**src/rtl/mem_access_arbiter.sv**
```systemverilog
// Memory access sequencer/arbiter: shares one MAR/memory port between IF and DS.
// Ports: clk, clr_n (async low); IF/DS request side; MAR/MDR/memory strobes; acks, busy, owner.
module mem_access_arbiter #(
    parameter int MEM_LAT = 2,
    parameter int ADDR_W  = 9
) (
    input  logic        clk,
    input  logic        clr_n,
    input  logic        if_req,
    input  logic [31:0] if_addr,
    input  logic        ds_req,
    input  logic        ds_we,
    input  logic [31:0] ds_addr,
    input  logic [31:0] ds_wdata,
    output logic        mar_en,
    output logic [31:0] mar_d,
    output logic        mem_rd,
    output logic        mem_wr,
    output logic [31:0] mem_wdata,
    output logic        mdr_en,
    output logic        if_ack,
    output logic        ds_ack,
    output logic        busy,
    output logic        owner
);

    typedef enum logic [1:0] {
        IDLE,
        LOAD,
        ACCESS,
        ACK
    } state_t;

    localparam logic [3:0]  CNT_LAST  = 4'(MEM_LAT - 1);
    localparam logic [31:0] ADDR_MASK = 32'((64'd1 << ADDR_W) - 64'd1);

    state_t      state, state_nx;
    logic [3:0]  cnt, cnt_nx;
    logic        own_q, own_nx;
    logic        last_q, last_nx;
    logic        we_q, we_nx;
    logic [31:0] addr_q, addr_nx;
    logic [31:0] wdata_q, wdata_nx;
    logic        grant_ds;

    // last_q resets to DS so that IF wins the first contested grant.
    always_ff @(posedge clk or negedge clr_n) begin
        if (!clr_n) begin
            state   <= IDLE;
            cnt     <= 4'd0;
            own_q   <= 1'b0;
            last_q  <= 1'b1;
            we_q    <= 1'b0;
            addr_q  <= 32'd0;
            wdata_q <= 32'd0;
        end else begin
            state   <= state_nx;
            cnt     <= cnt_nx;
            own_q   <= own_nx;
            last_q  <= last_nx;
            we_q    <= we_nx;
            addr_q  <= addr_nx;
            wdata_q <= wdata_nx;
        end
    end

    always_comb begin
        state_nx  = state;
        cnt_nx    = cnt;
        own_nx    = own_q;
        last_nx   = last_q;
        we_nx     = we_q;
        addr_nx   = addr_q;
        wdata_nx  = wdata_q;
        grant_ds  = 1'b0;
        mar_en    = 1'b0;
        mar_d     = 32'd0;
        mem_rd    = 1'b0;
        mem_wr    = 1'b0;
        mem_wdata = 32'd0;
        mdr_en    = 1'b0;
        if_ack    = 1'b0;
        ds_ack    = 1'b0;

        unique case (state)
            IDLE: begin
                if (if_req || ds_req) begin
                    // Contested: give it to whoever did not own the last one.
                    grant_ds = ds_req && (!if_req || !last_q);
                    own_nx   = grant_ds;
                    addr_nx  = grant_ds ? ds_addr : if_addr;
                    we_nx    = grant_ds && ds_we;
                    wdata_nx = grant_ds ? ds_wdata : 32'd0;
                    cnt_nx   = 4'd0;
                    state_nx = LOAD;
                end
            end
            LOAD: begin
                mar_en   = 1'b1;
                mar_d    = addr_q & ADDR_MASK;
                cnt_nx   = 4'd0;
                state_nx = ACCESS;
            end
            ACCESS: begin
                mem_rd    = !we_q;
                mem_wr    = we_q;
                mem_wdata = we_q ? wdata_q : 32'd0;
                mdr_en    = !we_q && (cnt == CNT_LAST);
                if (cnt == CNT_LAST) begin
                    cnt_nx   = 4'd0;
                    state_nx = ACK;
                end else begin
                    cnt_nx = cnt + 4'd1;
                end
            end
            ACK: begin
                if_ack   = !own_q;
                ds_ack   = own_q;
                last_nx  = own_q;
                cnt_nx   = 4'd0;
                state_nx = IDLE;
            end
            default: begin
                state_nx = IDLE;
            end
        endcase
    end

    assign busy  = (state != IDLE);
    assign owner = own_q;

endmodule
```
**config.mk**
```make
export PLATFORM = sky130hd
export DESIGN_NAME = mem_access_arbiter
export DESIGN_NICKNAME = d
export VERILOG_FILES = /design/src/rtl/mem_access_arbiter.sv
export SDC_FILE = /design/constraint.sdc
export NUM_CORES = 1
export LEC_CHECK = 0
export CELL_PAD_IN_SITES_DETAIL_PLACEMENT = 0
export CELL_PAD_IN_SITES_GLOBAL_PLACEMENT = 1
export CORE_ASPECT_RATIO = 0.9
export CORE_MARGIN = 2
export CORE_UTILIZATION = 26
export CTS_BUF_LIST = sky130_fd_sc_hd__clkbuf_2
export CTS_CLUSTER_SIZE = 12
export DETAILED_ROUTE_END_ITERATION = 8
export GPL_TIMING_DRIVEN = 0
export PLACE_DENSITY = 0.8
export SYNTH_ARGS = -nofsm -noshare
export SYNTH_HDL_FRONTEND = slang
export SYNTH_SLANG_ARGS = --single-unit
```
**constraint.sdc**
```tcl
create_clock -name clk -period 1.9 [get_ports clk]
set_input_delay 0.285 -clock clk [delete_from_list [all_inputs] [get_ports clk]]
set_output_delay 0.285 -clock clk [all_outputs]
set_load 0.01 [all_outputs]
```
==> flow_metrics.tcl, run 1 <==
set metrics [dict create \
    max_clock_freq_ghz 0.494 \
    grt_busiest_layer "met2" \
    fin_skew_ps 18.0 \
    period_needed_ps 2030 \
    met2_usage_pct 22.6 \
    start_kind "flip-flop" \
    violations "negative setup slack" \
    grt_pass1_wl_um 11500 \
    grt.overflow.total 0 \
    dieArea_um2 10500 \
    synth.most_common_cell "dfrtp_1" \
    final_cells 510 \
    r2r_setup_slack_ps 150 \
    routed_wl_um 7260 \
    synthTopCellsByCount "dfrtp_1, a22o_1, and3_1, buf_4" \
    drt_iter0_drc 52 \
    rows 34 \
    nets 490 \
    dr.pass1.iters 4 \
    hold_path.class "in2async" \
    critPathMaxFanout 7 \
    die_h_um 97.6 \
    drv_slew 0 \
    fp.coreArea_um2 9570 \
    finalHoldViolations 0 \
    initial_core_util_pct 26.5 \
    grt_start_max_net_pins 30 \
    ios 173 \
    synthToLayoutAreaGrowth_pct 64.7 \
    drc 0 \
    cts_max_path_buffers 2 \
    synth_area_um2 2530 \
    period_share_pct 107 \
    p_per_area_nw_per_um2 1270 \
    synth-seq-cells 50 \
    rsz0062_at_grt "true" \
    synth-edff-count 0 \
    cp_data_required_time_ps 1620 \
    synth_top_flop_cell "dfrtp_1" \
    htreeDepth 2 \
    slew_headroom_pct 64.8 \
    worst_pin_slew_ps 528 \
    synth_top_area_cell "dfrtp_1" \
    io_buffers 103 \
    syn_avg_cell_area_um2 11.0 \
    hpwl_um 5090 \
    layout_setup_ws_ps -126 \
    vias 2248 \
    finalSetupViolations 39 \
    tritoncts "done" \
    vias_per_cell 4.41 \
    grt_pass1_vias 2323 \
    leakagePower_nw 2.10 \
    ys_warn_count 0 \
    synth_cell_types 33 \
    final.fill_count 949 \
    synthArstFlopShare_pct 100 \
    globalRouteMet3Util_pct 3.76 \
    end_kind "primary output" \
    grt_use_total_pct 13.8 \
    clk_pin_slew_ps 260 \
    syn-instance-count 230 \
    cts_sinks 50 \
    ys_top_cells_by_area "dfrtp_1, a22o_1, and3_1" \
    criticalPathCategory "reg2out" \
    dp_cells 482 \
    root_buffer "clkbuf_2" \
    antenna_left 0 \
    peakVddDrop_mv 0.416 \
    fin_util_pct 43.6 \
    crit_arrival_ps 1740 \
    cts_buffers 5 \
    dieWidth_um 108 \
    synth_top_area_share_pct 48.4 \
    clk_latency_ps 430 \
    antenna_cells 0 \
    gp_congestion 0.715 \
    layout-drive-gt1-share_pct 38.3 \
    status "finished, violations left" \
    ys_seq_area_share_pct 49.5 \
    grt_use_met1_pct 18.1 \
    detail_route.wl_per_cell_um 14.2 \
    grt_antenna_before_repair 0 \
    cap_violations 0 \
]
==> critical path, cell delays in order, from the launching register on <==
cell and delay, ps:
dfrtp_1 460, buf_6 130, inv_4 50, ha_4 220, clkbuf_16 170, and3_4 180
buf_6 90
==> path summary, 6_finish.rpt <==
| check | start | endpoint | cells after the start |
|---|---|---|---|
| worst max-delay path | state[0]$_DFFE_PN0P_ | mem_wdata[24] | 6 |
| worst min-delay path | clr_n | wdata_q[26]$_DFFE_PN0P_ | 2 |
| worst max register to register | cnt[1]$_DFFE_PN0P_ | state[1]$_DFFE_PN0P_ | 6 |
| worst min register to register | addr_q[1]$_DFFE_PN0P_ | addr_q[1]$_DFFE_PN0P_ | 2 |
| max in group asynchronous | clr_n | last_q$_DFFE_PN1N_ | 3 |
| min in group clk | ds_wdata[29] | wdata_q[29]$_DFFE_PN0P_ | 2 |
==> layout by cell type (no fill, tap or decap), types with 2 or more instances in the layout <==
master / Yosys / final
dfrtp_1: 49 / 48
inv_4: 0 / 2
inv_1: 4 / 2
mux2i_1: 9 / 9
buf_2: 0 / 29
and3_4: 0 / 14
a22o_1: 33 / 33
ha_4: 0 / 4
and2_1: 12 / 10
buf_4: 24 / 37
buf_8: 0 / 3
nor3b_2: 1 / 2
nor2b_1: 3 / 2
o21ai_0: 12 / 12
clkbuf_2: 0 / 14
bufinv_16: 0 / 2
and2_4: 0 / 2
and3_1: 32 / 18
conb_1: 1 / 23
nand2_1: 10 / 10
buf_6: 4 / 27
ha_1: 6 / 2
clkdlybuf4s15_2: 0 / 2
clkdlybuf4s50_1: 0 / 54
==> metrics by stage <==
stage | total power (W) | hold slack, ps | setup WS [ps] | instance area, um2 | setup TNS (ps)
after floorplan | 0.00307 | -10.6 | 310 | 2620 | 0
after global placement | 0.00394 | 455 | -952 | 3800 | -59430
after detailed placement | 0.00401 | 299 | -294 | 3820 | -13800
after CTS | 0.00511 | 292 | -215 | 4050 | -4590
after global routing | 0.00571 | 278 | -294 | 4170 | -10020
final | 0.00529 | 311 | -126 | 4170 | -3610
==> cell type report <==
cell class / instances / area (um2) / share of cell area, %
Tap cell: 126 / 158 / 3.78
Sequential cell: 50 / 1250 / 30.1
Timing Repair Buffer: 125 / 1120 / 27.0
Clock buffer: 5 / 25.0 / 0.600
Buffer: 39 / 310 / 7.44
Clock inverter: 3 / 63.8 / 1.53
Inverter: 4 / 20.0 / 0.480
Multi-Input combinational cell: 158 / 1220 / 29.2
==> cells by family (layout without fill, tap and decap cells) <==
kind of cell	after synthesis	count (layout)	share of synthesized area [%]
simple gates	65	65	15.5
compound gates	53	53	16.2
flops	50	50	49.5
buf+inv	44	176	11.3
mux	11	11	4.45
fa+ha+maj	6	6	2.96
other cells	1	23	0.148
==> report_power, final <==
group          switching, W  internal (W)  leakage [nW]
combinational       0.00124       0.00150          1.41
clock              0.000347      0.000349        0.0506
sequential         0.000300       0.00156         0.640
total               0.00188       0.00341          2.10
==> per-layer routing <==
layer	routed length [um]	up-vias	share of wire (%)
li1	-	1078	-
met1	3240	1071	45
met2	3320	92	46
met3	622	7	8.6
met4	77	0	1.1
met5	0	-	0
==> flip-flops by register name, summed over array words and instances, names as in the netlist <==
register,cells
wdata_q,32
addr_q,9
cnt,4
state,2
last_q,1
owner,1
we_q,1
==> what timing repair did <==
| item | in CTS | in global routing |
|---|---|---|
| gates cloned | 1 | 1 |
| endpoints found under the setup margin | 48 | 70 |
| endpoints found under the hold margin | 21 | 0 |
| pin swaps | 3 | 3 |
| resized for setup | 235 | 39 |
| setup buffers | 13 | 5 |
| hold buffers | 1 | 0 |
Power figures use the tool's default switching activity.
==> run 2: changes to the inputs <==
--- a/config.mk
+++ b/config.mk
@@ -5,6 +5,7 @@
 export SDC_FILE = /design/constraint.sdc
 export NUM_CORES = 1
 export LEC_CHECK = 0
+export ABC_CLOCK_PERIOD_IN_PS = 1900
 export CELL_PAD_IN_SITES_DETAIL_PLACEMENT = 0
 export CELL_PAD_IN_SITES_GLOBAL_PLACEMENT = 1
 export CORE_ASPECT_RATIO = 0.9
==> results of run 2 <==
The final DEF is identical to that of run 1; final timing and power are the same.
